--- config.mk ---
export PLATFORM = sky130hd
export DESIGN_NAME = pipe_rca_adder
export DESIGN_NICKNAME = d
export VERILOG_FILES = /design/src/rtl/pipe_rca_pkg.sv /design/src/rtl/rca_fa_cell.sv /design/src/rtl/pipe_rca_adder.sv
export SDC_FILE = /design/constraint.sdc
export NUM_CORES = 1
export LEC_CHECK = 0
export ABC_AREA = 1
export CORE_UTILIZATION = 45
export CTS_BUF_LIST = sky130_fd_sc_hd__clkbuf_8
export DETAILED_ROUTE_END_ITERATION = 10
export PLACE_DENSITY = 0.77
export RECOVER_POWER = 25
export SLEW_MARGIN = 10
export SYNTH_ARGS = -nofsm -noshare
export SYNTH_HDL_FRONTEND = slang
export SYNTH_SLANG_ARGS = --single-unit
--- constraint.sdc ---
create_clock -name clk -period 2.4 [get_ports clk]
set_clock_uncertainty 0.1 [all_clocks]
set_input_delay 0.24 -clock clk [delete_from_list [all_inputs] [get_ports clk]]
set_output_delay 0.24 -clock clk [all_outputs]
set_load 0.01 [all_outputs]
--- src/rtl/pipe_rca_pkg.sv ---
// Shared helpers and reset constants for the pipelined ripple-carry adder.
package pipe_rca_pkg;

    localparam logic RST_VALID = 1'b0;
    localparam logic RST_BIT   = 1'b0;

    function automatic int slice_w(input int width, input int stages);
        return width / stages;
    endfunction

    // Legal geometry: at least one stage, no empty slices, equal-width slices.
    function automatic bit cfg_ok(input int width, input int stages);
        return (stages >= 1) && (stages <= width) && ((width % stages) == 0);
    endfunction

endpackage

--- src/rtl/rca_fa_cell.sv ---
// One-bit full adder cell; the slices of pipe_rca_adder are chains of these.
module rca_fa_cell (
    input  logic a_i,
    input  logic b_i,
    input  logic ci_i,
    output logic s_o,
    output logic co_o
);

    assign s_o  = a_i ^ b_i ^ ci_i;
    assign co_o = (a_i & b_i) | (ci_i & (a_i ^ b_i));

endmodule

--- src/rtl/pipe_rca_adder.sv ---
// Pipelined ripple-carry adder: WIDTH bits split into STAGES registered slices.
// Optional macro PIPE_RCA_ADD_SUB_EN adds a 'sub' input that selects a - b.
module pipe_rca_adder
    import pipe_rca_pkg::*;
#(
    parameter int WIDTH  = 16,
    parameter int STAGES = 4
) (
    input  logic             clk,
    input  logic             rst_n,
    input  logic             in_valid,
    output logic             in_ready,
    input  logic [WIDTH-1:0] a,
    input  logic [WIDTH-1:0] b,
    input  logic             cin,
`ifdef PIPE_RCA_ADD_SUB_EN
    input  logic             sub,
`endif
    output logic             out_valid,
    input  logic             out_ready,
    output logic [WIDTH-1:0] sum,
    output logic             cout,
    output logic             ovf
);

    localparam int SW = slice_w(WIDTH, STAGES);

    if (!cfg_ok(WIDTH, STAGES)) begin : g_cfg_err
        $fatal(1, "pipe_rca_adder: WIDTH must be a multiple of STAGES with 1 <= STAGES <= WIDTH");
    end

    logic             advance;
    logic [WIDTH-1:0] aEff;
    logic [WIDTH-1:0] bEff;
    logic             cinEff;
    logic             ovf_q;

    // Whole pipeline moves as one; a stalled output freezes every stage, bubbles included.
    assign advance  = !out_valid || out_ready;
    assign in_ready = advance;

`ifdef PIPE_RCA_ADD_SUB_EN
    assign aEff   = a;
    assign bEff   = sub ? ~b : b;
    assign cinEff = sub ? 1'b1 : cin;
`else
    assign aEff   = a;
    assign bEff   = b;
    assign cinEff = cin;
`endif

    for (genvar k = 0; k < STAGES; k++) begin : g_stage
        localparam int LO  = k * SW;
        localparam int REM = WIDTH - LO;

        logic [REM-1:0]   opA;
        logic [REM-1:0]   opB;
        logic             ci;
        logic             validIn;
        logic [SW:0]      c;
        logic [SW-1:0]    s;
        logic [LO+SW-1:0] sum_d;
        logic [LO+SW-1:0] sum_q;
        logic             carry_q;
        logic             valid_q;

        // Stage 0 works on the raw inputs; later stages on the bits held by their predecessor.
        if (k == 0) begin : g_src
            assign opA     = aEff;
            assign opB     = bEff;
            assign ci      = cinEff;
            assign validIn = in_valid;
            assign sum_d   = s;
        end else begin : g_src
            assign opA     = g_stage[k-1].g_hold.aHold_q;
            assign opB     = g_stage[k-1].g_hold.bHold_q;
            assign ci      = g_stage[k-1].carry_q;
            assign validIn = g_stage[k-1].valid_q;
            assign sum_d   = {s, g_stage[k-1].sum_q};
        end

        assign c[0] = ci;
        for (genvar i = 0; i < SW; i++) begin : g_bit
            rca_fa_cell u_fa (
                .a_i  (opA[i]),
                .b_i  (opB[i]),
                .ci_i (c[i]),
                .s_o  (s[i]),
                .co_o (c[i+1])
            );
        end

        if (k < STAGES - 1) begin : g_hold
            logic [REM-SW-1:0] aHold_q;
            logic [REM-SW-1:0] bHold_q;

            always_ff @(posedge clk or negedge rst_n) begin
                if (!rst_n) begin
                    aHold_q <= {(REM-SW){RST_BIT}};
                    bHold_q <= {(REM-SW){RST_BIT}};
                end else if (advance) begin
                    aHold_q <= opA[REM-1:SW];
                    bHold_q <= opB[REM-1:SW];
                end
            end
        end

        // The output stage only loads real results so the ports hold their last value across bubbles.
        if (k == STAGES - 1) begin : g_reg
            always_ff @(posedge clk or negedge rst_n) begin
                if (!rst_n) begin
                    valid_q <= RST_VALID;
                    sum_q   <= {(LO+SW){RST_BIT}};
                    carry_q <= RST_BIT;
                    ovf_q   <= RST_BIT;
                end else if (advance) begin
                    valid_q <= validIn;
                    if (validIn) begin
                        sum_q   <= sum_d;
                        carry_q <= c[SW];
                        ovf_q   <= c[SW] ^ c[SW-1];
                    end
                end
            end
        end else begin : g_reg
            always_ff @(posedge clk or negedge rst_n) begin
                if (!rst_n) begin
                    valid_q <= RST_VALID;
                    sum_q   <= {(LO+SW){RST_BIT}};
                    carry_q <= RST_BIT;
                end else if (advance) begin
                    valid_q <= validIn;
                    sum_q   <= sum_d;
                    carry_q <= c[SW];
                end
            end
        end
    end

    assign out_valid = g_stage[STAGES-1].valid_q;
    assign sum       = g_stage[STAGES-1].sum_q;
    assign cout      = g_stage[STAGES-1].carry_q;
    assign ovf       = ovf_q;

endmodule
==> results by group, run 1 <==
Power
  • PwrDens: 1260 nW/µm²
  • Design Power: 6.34 mW
  • Clock power frac: 18.8%
  • Switching share of power: 36.3%
  • P_leak: 2.54 nW
  • Seq pwr share: 43.8%
  • Combinational power share: between 30% and 40%
  • Worst IR Drop VDD: 0.421 mV
  • Int Pwr: 4.04 mW
  • NetSw: around 2.3 mW

STA
  • Max Fclk: 0.429 GHz
  • RSZ-0062 raised after global routing: yes
  • Fin Hold WS: a little over 0.3 ns
  • Final worst slack: 0.0671 ns
  • Final setup fails: 0
  • Max-slew violations: 27
  • Worst Tran Pin Value: 1.52 ns
  • Worst slew margin: -1.35%
  • Period utilisation layout: 97.2%
  • Final worst path period need: 2.33 ns
  • Hold Fails Final Rpt: 0

Clock tree
  • CTS sink count: 97
  • CTS buffer count: 9
  • Clock Path Buffers: 2
  • TritonCTS clock tree: built
  • H-tree Lvls: 3
  • Root Buffer: clkbuf_8
  • CTS clk-pin slew, worst paths: 0.09 ns
  • Clock Latency Late Sink: 0.36 ns

Finish
  • Share of layout cells above drive strength 1: 6.88%
  • Area Overhead vs Synth: 21.6%
  • Nets: 542
  • Util after Layout: 57.2%
  • Final Instance Area: 5030 µm²
  • # diodes: 0

Die
  • Initial Util: 47.0%
  • I/O Pins: 57
  • Die Area: around 9600 µm²
  • Die width: 97.9 µm
  • Die Ht: 97.9 µm
  • Num rows: 34
  • Core Area: 8810 µm²

Setup path
  • CP endpoint kind: flip-flop
  • Worst path slowest cell: fa_1
  • Crit path depth: 9
  • CP peak stage delay: 0.43 ns
  • Largest delay share family, worst path: adder cells
  • Critical path buffers and inverters: 3
  • CP cell instances: fa_1 > inv_2 > fa_1 > inv_1 > fa_2 > inv_2 > fa_1 > nand3b_1 > nand2_1
  • Arrival time at the worst endpoint: approximately 2.5 ns
  • Cell mode on critical path: fa_1
  • Worst R2R Path Depth: 9
  • Setup CP Type: reg2reg
  • Critical Path Fanout Max: 2
  • Startpoint types: flip-flop
  • Critical Path RT: roughly 2.6 ns

Placed design
  • IO Port Bufs: 56
  • Placed cell area: 4760 µm²
  • DP Wirelength: approximately 5200 µm
  • Pre-CTS setup slack: -0.0847 ns
  • Routability cong.: between 0.7 and 0.8

Logic synthesis
  • Seq/Total Area, Yosys: 58.6%
  • Synth Register Bits: 97
  • Mapped Area: 4140 µm²
  • Distinct cell type count of the synthesized netlist: 15
  • Post-Synthesis Net Count: 492
  • Mean area per synthesized cell: 9.43 µm²
  • Synth Instances: 439
  • Yosys warns: 0

Drt
  • WL/cell: between 10 and 15 µm
  • Via Count: 2966
  • 1st-pass router iterations: 7
  • DR iter-0 viols: 215
  • Routed wire length: 8000 µm
  • Remaining DRCs: 9
  • Vias per Instance: between 4 and 5
  • ANT nets after route: 0

Worst hold path
  • Worst min path class: in2reg
  • WHS Path Cells: 3

GRT
  • Largest net degree at the start of global routing: 129
  • First-pass GRT wire length: ~14000 µm
  • Vias in the first global route: approximately 3000
  • Gr usage total: a little under a fifth
  • Total grt overflow: 0
  • Initial antenna violation count: 0

Status
  • Violated checks: design-rule violations, max-capacitance violations, max-slew violations
  • Outcome: complete, but fails checks

Flow run
  • Max cap viols: 1
==> metal layers <==
| metal | track usage, % | wire length [µm] |
|---|---|---|
| met4 | 8.04 | 141 |
| met1 | 26.0 | 3800 |
| met3 | 3.15 | 357 |
| met2 | 28.4 | 3700 |
| met5 | 0 | 0 |
==> flip-flops by register name, indices dropped and copies added (netlist names) <==
register	count
g_stage.g_hold.bHold_q	24
cout	1
g_stage.valid_q	3
g_stage.carry_q	3
g_stage.sum_q	24
out_valid	1
sum	16
ovf	1
g_stage.g_hold.aHold_q	24
==> layout by cell type, fill, tap and decap left out, drive strengths merged <==
cell	count
fa	16
nand3b	2
clkbuf	12
clkinvlp	1
nand3	61
buf	9
nand2	153
inv	36
clkdlybuf4s50	55
dfrtp	97
a21oi	15
nor2	14
clkinv	2
bufinv	2
dlygate4sd3	1
o21ai	18
==> power by group through the flow <==
| stage | sequential [mW] | combinational, mW | clock (mW) |
|---|---|---|---|
| after CTS | 2.78 | 2.33 | 1.22 |
| after floorplan | 2.73 | 1.49 | 0 |
| after detailed placement | 2.80 | 2.27 | 0 |
| final | 2.78 | 2.37 | 1.19 |
| after global routing | 2.87 | 2.71 | 1.29 |
| after global placement | 2.76 | 2.17 | 0 |
==> metrics by stage <==
| step | TNS (ns) | std cells |
|---|---|---|
| after floorplan | 0 | 439 |
| after global placement | -0.0233 | 581 |
| after detailed placement | -0.169 | 581 |
| after CTS | 0 | 599 |
| after global routing | -0.0509 | 602 |
| final | 0 | 602 |
==> final cells by class <==
cell class,instances,area (µm²)
fill,783,3770
clock buffer,11,151
sequential,97,2430
multi-input combinational,279,1450
inverter,36,135
timing repair buffer,66,657
clock inverter,5,77.6
tap,108,135
==> worst register-to-register path, delay by kind of cell, from the launching register on <==
| kind | cells | cell delay, ns |
|---|---|---|
| adder cells (fa/ha/maj) | 4 | 1.32 |
| buffers and inverters | 3 | 0.21 |
| flip-flops | 1 | 0.41 |
| AND/OR/NAND/NOR | 2 | 0.24 |
==> worst paths after layout <==
check	start	endpoint	slack [ns]
setup / recovery	g_stage[2].carry_q	sum[15]	0.07
hold / removal	b[11]	g_stage[0].g_hold.bHold_q[7]	0.31
setup reg to reg	g_stage[2].carry_q	sum[15]	0.07
hold reg to reg	g_stage[1].g_hold.aHold_q[6]	g_stage[2].g_hold.aHold_q[2]	0.37
max in group asynchronous	rst_n	g_stage[2].g_hold.bHold_q[3]	0.38
min in group asynchronous	rst_n	g_stage[0].g_hold.aHold_q[2]	0.67
==> cells by family after synthesis <==
group,share of synthesized area (%)
AND/OR/NAND/NOR,23.0
flip-flops,58.6
buffers and inverters,6.65
AO/OA/AOI/OAI,3.99
adder cells (fa/ha/maj),7.74
==> cell usage after synthesis, drive strengths merged <==
| cell type | number | area share, % |
|---|---|---|
| nand2 | 153 | 14 |
| nand3b | 2 | 0.36 |
| inv | 36 | 3.3 |
| o21ai | 18 | 2.2 |
| nor2 | 14 | 1.3 |
| a21oi | 15 | 1.8 |
| buf | 24 | 3.1 |
| nand3 | 61 | 7.4 |
| fa | 16 | 7.7 |
| clkbuf | 3 | 0.27 |
| dfrtp | 97 | 59 |
==> timing repair <==
action / 4_1_cts / 5_1_grt
hold buffers: 1 / 0
gates resized for setup: 3 / 4
pin swaps: 1 / 2
setup buffers: 1 / 3
gates cloned: 0 / 0
endpoints found under the setup margin: 3 / 3
hold endpoints to repair: 25 / 0
Note: power is estimated with default switching activity, not from simulation.
==> inputs of run 2 (changes only) <==
CELL_PAD_IN_SITES_DETAIL_PLACEMENT = 0   (was not set)
CELL_PAD_IN_SITES_GLOBAL_PLACEMENT = 2   (was not set)
CORE_UTILIZATION = 32   (was 45)
PLACE_DENSITY = 0.85   (was 0.77)
==> results by group, run 2 (synthesis gave the netlist of run 1 again) <==
STA
  • Max-slew violations: 0 (-100%)
  • Max Fclk: 0.439 GHz (+2.5%)
  • Final setup fails: 0 (unchanged)
  • Worst slew margin: 14.2% (+16 points)
  • Period utilisation layout: 94.8% (-2.4 points)
  • Worst Tran Pin Value: 1.29 ns (-0.233 ns)
  • RSZ-0062 raised after global routing: yes
  • Final worst path period need: 2.28 ns (-0.0566 ns)
  • Fin Hold WS: 0.308 ns (+0.00268 ns)
  • Hold Fails Final Rpt: 0 (unchanged)

Placed design
  • Routability cong.: 0.735 (-4.5%)
  • Placed cell area: 4840 µm² (+1.7%)
  • IO Port Bufs: 56 (unchanged)
  • Post-Place Cells: 645 (+11%)
  • DP Wirelength: 5550 µm (+6.6%)

Setup path
  • Critical Path Fanout Max: 2 (unchanged)
  • Worst R2R Path Depth: 8 (-1)
  • Worst path slowest cell: fa_1
  • Critical Path RT: 2.59 ns (about the same)
  • Cell mode on critical path: inv_1
  • Arrival time at the worst endpoint: 2.47 ns (-0.06 ns)
  • CP peak stage delay: 0.41 ns (-0.02 ns)
  • Startpoint types: flip-flop
  • CP cell instances: inv_1 > fa_2 > inv_1 > fa_1 > fa_2 > inv_1 > fa_1 > a21oi_1
  • CP endpoint kind: flip-flop
  • Setup CP Type: reg2reg

Status
  • Outcome: complete, no violations

Power
  • PwrDens: 1220 nW/µm² (-3.3%)
  • Worst IR Drop VDD: 0.359 mV (-15%)
  • P_leak: 2.53 nW (-0.38%)
  • Design Power: 6.20 mW (-2.4%)

Clock tree
  • Root Buffer: clkbuf_8
  • CTS sink count: 97 (unchanged)
  • Clock Path Buffers: 2 (unchanged)
  • Clock Latency Late Sink: 0.36 ns (about the same)
  • CTS clk-pin slew, worst paths: 0.09 ns (about the same)
  • H-tree Lvls: 3 (unchanged)
  • TritonCTS clock tree: built
  • CTS buffer count: 9 (unchanged)

Finish
  • Nets: 540 (-0.37%)
  • Most common cell after layout, fill and taps aside: nand2_1
  • Share of layout cells above drive strength 1: 6.52% (-0.37 points)
  • Area Overhead vs Synth: 22.8%
  • # diodes: 0 (unchanged)
  • Most frequent cells in the layout: 151 x nand2_1, 97 x dfrtp_1, 61 x nand3_1, 55 x clkdlybuf4s50_1, 34 x inv_1
  • Post-Layout Cell Count: 663 (+10%)
  • Final Instance Area: 5090 µm² (+1.0%)
  • Leading registers by flop count: g_stage.g_hold.aHold_q x24, g_stage.g_hold.bHold_q x24, g_stage.sum_q x24

Drt
  • DR iter-0 viols: 157 (-27%)
  • Routed wire length: 8430 µm (+5.4%)
  • Via Count: 2931 (-1.2%)
  • WL/cell: 12.7 µm (-4.3%)
  • 1st-pass router iterations: 4 (-3)
  • Remaining DRCs: 0 (-9)
  • Vias per Instance: 4.42 (-10%)
  • ANT nets after route: 0 (unchanged)

Die
  • Initial Util: 32.8% (-14 points)
  • Die Area: 13400 µm² (+40%)
  • Core Area: 12600 µm² (+43%)
  • I/O Pins: 57 (unchanged)
  • Num rows: 41 (+21%)
  • Die Ht: 116 µm (+18%)
  • Die width: 116 µm (+18%)

GRT
  • Gr usage total: 14.2% (-4.3 points)
  • Total grt overflow: 0 (unchanged)
  • Vias in the first global route: 2945 (-1.7%)
  • First-pass GRT wire length: 14500 µm (+3.7%)
  • Initial antenna violation count: 0 (unchanged)
  • Largest net degree at the start of global routing: 106 (-18%)

Worst hold path
  • WHS Path Cells: 3 (unchanged)
  • Worst min path class: in2reg

Flow run
  • Max cap viols: 0 (-1)
[run 2: per-stage QoR]
step / setup slack (ns) / util (%) / TNS [ns]
final: 0.124 / 40.3 / 0
after detailed placement: -0.0990 / 38.4 / -0.151
after floorplan: 0.0576 / - / 0
after CTS: 0.0112 / 40.2 / 0
after global placement: -0.0367 / 38.4 / -0.0418
after global routing: -0.00565 / 40.3 / -0.00565
[run 2: cell type report]
| class | count | area, µm² |
|---|---|---|
| Clock buffer | 10 | 138 |
| Clock inverter | 5 | 72.6 |
| Fill cell | 1319 | 7530 |
| Inverter | 36 | 135 |
| Multi-Input combinational cell | 279 | 1460 |
| Sequential cell | 97 | 2430 |
| Tap cell | 172 | 215 |
| Timing Repair Buffer | 64 | 643 |
[run 2: repair_timing]
action                     CTS  global route
setup endpoints to repair    1             4
pin swaps                    0             1
hold buffers                 1             0
setup buffers                1             1
resized for setup            2             7
hold endpoints to repair    48             0
[run 2: worst paths after layout]
path                       slack [ns]                         start                            to
min in group asynchronous        0.60                         rst_n  g_stage[0].g_hold.bHold_q[2]
max                              0.12            g_stage[0].carry_q           g_stage[1].sum_q[7]
min                              0.31                          b[6]  g_stage[0].g_hold.bHold_q[2]
max in group asynchronous        0.74                         rst_n  g_stage[0].g_hold.aHold_q[8]
min reg2reg                      0.36  g_stage[1].g_hold.aHold_q[6]  g_stage[2].g_hold.aHold_q[2]
max reg2reg                      0.12            g_stage[0].carry_q           g_stage[1].sum_q[7]
[run 2: power breakdown]
part,switching [mW],leakage [nW],internal [mW]
sequential,0.430,1.17,2.34
clock,0.535,0.115,0.601
combinational,1.28,1.24,1.01
[run 2: worst max-delay path: cells and delay by family (launching register included)]
| kind | cells | cell delay, ns |
|---|---|---|
| fa+ha+maj | 4 | 1.38 |
| flops | 1 | 0.39 |
| buf+inv | 3 | 0.21 |
| compound gates | 1 | 0.13 |
[run 2: routing by layer]
| layer | wire [µm] | up-vias | GRT usage (%) |
|---|---|---|---|
| li1 | - | 1468 | - |
| met1 | 4340 | 1383 | 21.2 |
| met2 | 3580 | 70 | 20.4 |
| met3 | 389 | 10 | 3.09 |
| met4 | 122 | 0 | 4.87 |
| met5 | 0 | - | 0 |
==> inputs of run 3 (changes only) <==
SLEW_MARGIN = not set   (was 10)
==> results of run 3 <==
Same layout as run 2: the final DEF is identical, and so are final timing and power.
